## config.mk

```make
export PLATFORM = sky130hd
export DESIGN_NAME = cordic_iter_ctrl
export DESIGN_NICKNAME = d
export VERILOG_FILES = /design/src/rtl/cordic_iter_ctrl.sv
export SDC_FILE = /design/constraint.sdc
export NUM_CORES = 1
export LEC_CHECK = 0
export ABC_CLOCK_PERIOD_IN_PS = 2800
export BUFFER_PORTS_ARGS = -buffer_cell sky130_fd_sc_hd__buf_2
export CAP_MARGIN = 10
export CORE_AREA = 3 3 168 170
export CTS_BUF_LIST = sky130_fd_sc_hd__clkbuf_8 sky130_fd_sc_hd__clkbuf_16
export DETAILED_ROUTE_END_ITERATION = 8
export DIE_AREA = 0 0 171 173
export GPL_TIMING_DRIVEN = 0
export HOLD_SLACK_MARGIN = 0.1
export PLACE_DENSITY = 0.54
export SETUP_SLACK_MARGIN = 0.4
export SYNTH_ARGS = -nofsm -noshare
export SYNTH_HDL_FRONTEND = slang
export SYNTH_SLANG_ARGS = --single-unit
```

## constraint.sdc

```tcl
create_clock -name i_clk -period 2.8 [get_ports i_clk]
set_input_delay 0.28 -clock i_clk [delete_from_list [all_inputs] [get_ports i_clk]]
set_output_delay 0.28 -clock i_clk [all_outputs]
set_load 0.05 [all_outputs]
```

## src/rtl/cordic_iter_ctrl.sv

```systemverilog
// Iterative sequencer for a single circular-rotation CORDIC stage: loads one (x,y,z) operand,
// feeds the stage from local registers for p_ITER cycles and hands the result downstream.
module cordic_iter_ctrl #(
    parameter  int p_WIDTH      = 32,
    parameter  int p_ITER       = 16,
    localparam int p_LOG2_WIDTH = $clog2(p_WIDTH)
) (
    input  logic                    i_clk,
    input  logic                    i_rst,
    // operand handshake
    input  logic                    i_valid,
    output logic                    o_ready,
    input  logic [p_WIDTH-1:0]      i_x,
    input  logic [p_WIDTH-1:0]      i_y,
    input  logic [p_WIDTH-1:0]      i_z,
    // to the iteration stage
    output logic [p_WIDTH-1:0]      o_xprev,
    output logic [p_WIDTH-1:0]      o_yprev,
    output logic [p_WIDTH-1:0]      o_zprev,
    output logic                    o_dprev,
    output logic                    o_mode,
    output logic [p_WIDTH-1:0]      o_lut,
    output logic [p_LOG2_WIDTH-1:0] o_shift_amnt,
    // from the iteration stage
    input  logic [p_WIDTH-1:0]      i_xnext,
    input  logic [p_WIDTH-1:0]      i_ynext,
    input  logic [p_WIDTH-1:0]      i_znext,
    // result handshake
    output logic                    o_valid,
    input  logic                    i_ready,
    output logic [p_WIDTH-1:0]      o_x,
    output logic [p_WIDTH-1:0]      o_y,
    output logic [p_WIDTH-1:0]      o_z,
    output logic                    o_busy
);

    typedef enum logic [1:0] {
        S_IDLE = 2'd0,
        S_RUN  = 2'd1,
        S_DONE = 2'd2
    } state_t;

    localparam logic [p_LOG2_WIDTH-1:0] LAST_CNT = p_LOG2_WIDTH'(p_ITER - 1);

    state_t                  state_q, state_d;
    logic [p_LOG2_WIDTH-1:0] cnt_q, cnt_d;
    logic [p_WIDTH-1:0]      x_q, y_q, z_q;
    logic [p_WIDTH-1:0]      x_d, y_d, z_d;
    logic                    accept;
    logic [31:0]             lut_q30;

    // floor(atan(2^-idx) * 2^30). From idx=10 on the cubic term is below one LSB,
    // so the entry is exactly 2^(30-idx)-1, reaching zero at idx=30.
    function automatic logic [31:0] atan_q30(input int idx);
        case (idx)
            0:       atan_q30 = 32'h3243_F6A8;
            1:       atan_q30 = 32'h1DAC_6705;
            2:       atan_q30 = 32'h0FAD_BAFC;
            3:       atan_q30 = 32'h07F5_6EA6;
            4:       atan_q30 = 32'h03FE_AB76;
            5:       atan_q30 = 32'h01FF_D55B;
            6:       atan_q30 = 32'h00FF_FAAA;
            7:       atan_q30 = 32'h007F_FF55;
            8:       atan_q30 = 32'h003F_FFEA;
            9:       atan_q30 = 32'h001F_FFFD;
            default: atan_q30 = (idx < 30) ? ((32'd1 << (30 - idx)) - 32'd1) : 32'd0;
        endcase
    endfunction

    assign o_ready = (state_q == S_IDLE) || ((state_q == S_DONE) && i_ready);
    assign accept  = i_valid && o_ready;

    always_comb begin
        // NOTE: every signal gets its hold value first so no path through the case infers a latch.
        state_d = state_q;
        cnt_d   = cnt_q;
        x_d     = x_q;
        y_d     = y_q;
        z_d     = z_q;
        case (state_q)
            S_IDLE: begin
                if (accept) begin
                    x_d     = i_x;
                    y_d     = i_y;
                    z_d     = i_z;
                    cnt_d   = '0;
                    state_d = S_RUN;
                end
            end
            S_RUN: begin
                x_d = i_xnext;
                y_d = i_ynext;
                z_d = i_znext;
                if (cnt_q == LAST_CNT) begin
                    state_d = S_DONE;
                end else begin
                    cnt_d = cnt_q + 1'b1;
                end
            end
            S_DONE: begin
                // Retiring and reloading share one edge so back-to-back operands lose no cycle.
                if (i_ready) begin
                    state_d = S_IDLE;
                end
                if (accept) begin
                    x_d     = i_x;
                    y_d     = i_y;
                    z_d     = i_z;
                    cnt_d   = '0;
                    state_d = S_RUN;
                end
            end
            default: state_d = S_IDLE;
        endcase
    end

    // NOTE: state registers use non-blocking assignments so all of them update from the same pre-edge values.
    always_ff @(posedge i_clk or posedge i_rst) begin
        if (i_rst) begin
            state_q <= S_IDLE;
            cnt_q   <= '0;
            x_q     <= '0;
            y_q     <= '0;
            z_q     <= '0;
        end else begin
            state_q <= state_d;
            cnt_q   <= cnt_d;
            x_q     <= x_d;
            y_q     <= y_d;
            z_q     <= z_d;
        end
    end

    always_comb begin
        lut_q30 = atan_q30(int'(cnt_q));
    end

    // Narrower datapaths keep the top bits (a floor); wider ones are limited to 30 fraction bits.
    if (p_WIDTH <= 32) begin : g_lut_narrow
        assign o_lut = lut_q30[31 -: p_WIDTH];
    end else begin : g_lut_wide
        assign o_lut = {lut_q30, {(p_WIDTH - 32){1'b0}}};
    end

    assign o_xprev      = x_q;
    assign o_yprev      = y_q;
    assign o_zprev      = z_q;
    assign o_dprev      = ~z_q[p_WIDTH-1];
    assign o_mode       = 1'b1;
    assign o_shift_amnt = cnt_q;

    assign o_valid = (state_q == S_DONE);
    assign o_busy  = (state_q != S_IDLE);
    assign o_x     = x_q;
    assign o_y     = y_q;
    assign o_z     = z_q;

endmodule
```

; ---- After elaboration in Yosys (flattened, before gate mapping)
; Cells that the tools add are included.
[totals]
register_bits = 103
inputBits = 196
output_inout_bits = 234
[op_classes]
add_sub_neg = 3
magnitude_cmp = 1
eq_ne = 17
shift = 1
mux = 16
n_bitwise = 1
n_reduce_logical = 11
[op_table]
columns = cell, count
row1 = case mux 32 bit (10 select lines), 1
row2 = case mux 32 bit (2 select lines), 3
row3 = 2-to-1 mux 32 bit, 4
row4 = left shift 1 x 32 -> 32 bit (first input constant), 1
row5 = subtractor 32 x 1 -> 32 bit (second input constant), 1
row6 = equality test 5 x 3 -> 1 bit (second input constant), 4
row7 = equality test 5 x 4 -> 1 bit (second input constant), 3
row8 = equality test 5 x 2 -> 1 bit (second input constant), 2
row9 = 2-to-1 mux 5 bit, 2
row10 = case mux 5 bit (2 select lines), 1
row11 = 2-to-1 mux 2 bit, 4
row12 = != test 2 bit (second input constant), 3
row13 = case mux 2 bit (3 select lines), 1
row14 = AND reduction 3 bit, 2
row15 = subtractor 5 x 5 -> 6 bit (first input constant), 1
row16 = adder 5 x 1 -> 5 bit (second input constant), 1
row17 = equality test 5 x 1 -> 1 bit (second input constant), 1
row18 = logical NOT 5 bit, 1
row19 = < comparator 5 bit (second input constant), 1
row20 = nonzero test 2 bit, 2
row21 = != test 3 x 1 -> 1 bit (second input constant), 1
row22 = equality test 2 x 1 -> 1 bit (second input constant), 1
row23 = equality test 2 bit (second input constant), 1
row24 = logical AND 1 bit, 2
row25 = 6 further kinds, 6

; ---- Depth between registers and ports, before layout
[depth]
depth_word = 6
ltp_mapped = 13
mapped_depth_nobuf = 12

; ---- Worst setup path after synthesis
; No wires, ideal clock.
[synth_path]
path_type = reg-to-output
start = reg cnt_q[0] (netlist: o_shift_amnt[0])
end = out o_lut[7]
t_arrival_ns = 4.115
t_required_ns = 2.520
slack_ns = -1.595
stages_incl_launch_ff = 10
n_path_buf = 3
path_cell_list = dfrtp_1 buf_2 inv_1 ha_1 clkbuf_1 or2_2 nand4_1 nand4_1 clkbuf_1 o311ai_0
[synth_via]
elab_chain_cells = 5
word_cells_on_any_way = 16
[synth_rtl]
columns = item, line_no
row1 = start: declaration, 46  ; logic [p_LOG2_WIDTH-1:0] cnt_q, cnt_d;
row2 = start signal: assignment, 127  ; cnt_q <= cnt_d;
row3 = subtractor 5 x 5 -> 6 bit, 66  ; default: atan_q30 = (idx < 30) ? ((32'd1 << (30 - idx)) - 32'd1) : 32'd0;
row4 = left shift 1 x 32 -> 32 bit, 66
row5 = subtractor 32 x 1 -> 32 bit, 66
row6 = 2-to-1 mux 32 bit, 66
row7 = case mux 32 bit (10 select lines) (*), 55  ; case (idx)
row8 = end: declaration, 22  ; output logic [p_WIDTH-1:0] o_lut,
; Mark *: on every way between the ends. The rest lies on a longest branch, timed or not.

; ---- Worst setup path after layout
[layout_path]
start = reg cnt_q[0] (netlist: o_shift_amnt[0])
end = out o_lut[20]
; The elaborated chain is that of the path after synthesis.

==> metrics.txt <==
Min Clock Period, post-route about 3400 ps; TritonCTS clock tree built; Worst-Margin Slew approximately 800 ps; crit start category flop; post-synth cell types 66; Req. time, crit path between 2000 and 3000 ps; Hold Crit Depth 3; ys async rst share 1.00; Root Driver clkbuf_16; reg2reg path depth 6; crit-path cells ha_4 -> buf_8 -> and3_4 -> buf_6 -> xnor2_4 -> nor2_4 -> nand4_1 -> ha_4 -> o41ai_4 -> o21bai_4 -> nor3b_4 -> xor2_2 -> o2111ai_4 -> buf_6; die area around 30000 µm²; row count 60; max-cap violation count 0; most common cell after layout, fill and taps aside buf_2; # IOs 430; Starting DRT DRC Count approximately 420; CP max FO 5; antenna violations before repair 6; vias in the first global route 7833; Setup crit end o_lut[20]; crit path from o_shift_amnt[0]; Post-Place Setup Slack -823 ps; post-DR wirelength/cell between 15 and 20 µm; Most used DFF post-synth dfrtp_1; most frequent cells in the layout buf_2, buf_4, nor2_1; Initial DRT Pass Iterations 5; met1 usage 0.248; Tcrit/Tclk final 1.22; clock slew at reported path FFs about 80 ps; Final Max Slew Viols 0; CP max stage cell dfrtp_2; layout cells sized above 1 0.554; number of synthesized flops with an enable pin 0; critical path type flop to output pin; final setup TNS -13010 ps; Core Footprint about 27000 µm²; reg2reg start state_q[0]; R2R Path End o_x[0]; total CTS buffers 9; placed cell count 1592; GR peak layer met2; Rel. slew slack 0.458; Worst-Skew Late Latency between 300 and 400 ps; Die Height roughly 170 µm; area delta synth->final 65.2%; Final Hold Slack 224 ps; Crit path largest cell delay 450 ps; via/cell ratio between 4 and 5; Setup Viol. Count Final 32; # port buffers 428; layout net count approximately 1.5k; first-pass GRT wire length approximately 47000 µm; Fmax between 200 and 300 MHz; final-layout fill cell count 2690; Seq cells post-synth slightly above 100; final WL between 30000 and 40000 µm; status complete, but fails checks; H-tree levels 3; vias post-DR 7709; antenna violation net count after detailed routing 0; Total GRT Usage 0.207; failing checks setup timing; Die X around 170 µm; Clock Path Buffers 2; RSZ-0062 raised after global routing yes; GR Layer Usage met3 0.0444; Ys Warns 0; DRC violation count after routing 0; largest net degree at the start of global routing 42; Synth Cell Area just over 7000 µm²; reg-to-reg slack, setup ~670 ps; grt ovf 0; GP Congestion between 0.8 and 0.9; Final Instance Count excl. Fillers between 1.5k and 2k; global routing usage on met2 0.375; post-detail-place hpwl between 20000 and 30000 µm; initial core utilization 0.264; Mapped Nets slightly above 1k; CP endpoint kind output pin; Syn Inst Count 820; Seq/Total Area, Yosys 0.363; syn avg cell area 8.66 µm²; worst min-delay path class primary input to flop; Final Hold Vio Count 0; setup ws final -607 ps; Arr. time, crit path roughly 3100 ps; Layout Skew about 11 ps; # clock sinks slightly above 100
-- timing repair --
item	in CTS	in global routing
gates resized for setup	156	31
gates cloned	1	0
endpoints found under the setup margin	35	96
pin swaps	45	23
endpoints found under the hold margin	62	0
hold buffers	1	0
setup buffers	53	9
-- through the flow --
| stage | util | area (µm²) |
|---|---|---|
| floorplan | - | 7520 |
| global placement | 0.375 | 10100 |
| detailed placement | 0.378 | 10100 |
| CTS | 0.429 | 11500 |
| global route | 0.436 | 11700 |
| finish | 0.436 | 11700 |
-- layer usage --
metal / wire, µm / share of wire / up-vias
met5: 34 / 0.0011 / -
met4: 646 / 0.020 / 6
met3: 1910 / 0.061 / 47
met2: 16600 / 0.53 / 285
met1: 12300 / 0.39 / 3628
li1: - / - / 3743
-- registers in the layout (all words and copies together), names as in the netlist --
name and cells:
o_shift_amnt 5, o_x 32, o_y 32, o_z 32, state_q 2
-- kinds of logic after synthesis --
group | synth area share
adder cells (fa/ha/maj) | 0.0229
other | 0.000528
XOR/XNOR | 0.0197
multiplexers | 0.144
AND/OR/NAND/NOR | 0.145
flip-flops | 0.363
AO/OA/AOI/OAI | 0.166
buffers and inverters | 0.139
-- synth_stat cells (3+ instances only) --
library cell / n / area (µm²)
a211o_1: 3 / 26.3
a211oi_1: 4 / 30.0
a21o_1: 3 / 22.5
a21oi_1: 120 / 601
and3_1: 3 / 18.8
buf_1: 10 / 37.5
buf_2: 4 / 20.0
buf_4: 99 / 743
clkbuf_1: 35 / 131
dfrtp_1: 103 / 2580
ha_1: 13 / 163
inv_1: 10 / 37.5
mux2i_1: 100 / 1000
nand2_1: 36 / 135
nand2b_1: 7 / 43.8
nand3_1: 10 / 50.1
nand3b_1: 8 / 60.1
nand4_1: 3 / 18.8
nor2_1: 139 / 522
nor2b_1: 4 / 25.0
nor3_1: 5 / 25.0
o211ai_1: 6 / 45.0
o21ai_0: 27 / 135
o21ai_1: 3 / 15.0
o221ai_1: 3 / 26.3
or2_2: 3 / 18.8
or3_1: 4 / 25.0
xor2_1: 9 / 78.8
-- critical path: cells and delay by family (launching register included) --
| family | cells | cell delay (ps) |
|---|---|---|
| buf+inv | 3 | 430 |
| simple gates | 4 | 690 |
| fa+ha+maj | 2 | 340 |
| flops | 1 | 450 |
| compound gates | 3 | 490 |
| xor+xnor | 2 | 350 |
-- how the worst min path moves through the flow --
stage,startpoint,to
4_1_cts,i_z[17],o_z[17]
3_5_place_dp,i_rst,o_z[15]
3_3_place_gp,o_x[15],o_x[15]
2_1_floorplan,i_valid,state_q[0]
6_report,i_z[17],o_z[17]
5_1_grt,i_y[13],o_y[13]
-- layout make-up --
cell class / instances / area, µm² / area share
well taps: 341 / 427 / 0.0364
multi-input cells: 557 / 4280 / 0.365
clock inverters: 7 / 86.3 / 0.00736
diodes: 3 / 7.51 / 0.000640
inverters: 11 / 62.6 / 0.00533
clock buffers: 9 / 225 / 0.0192
repair buffers: 495 / 2970 / 0.253
flip-flops and latches: 103 / 2580 / 0.220
plain buffers: 149 / 1090 / 0.0929
Power is left out: the tool's default activity adds up to more than one toggle a clock period on the data nets, which glitch-free logic cannot reach.
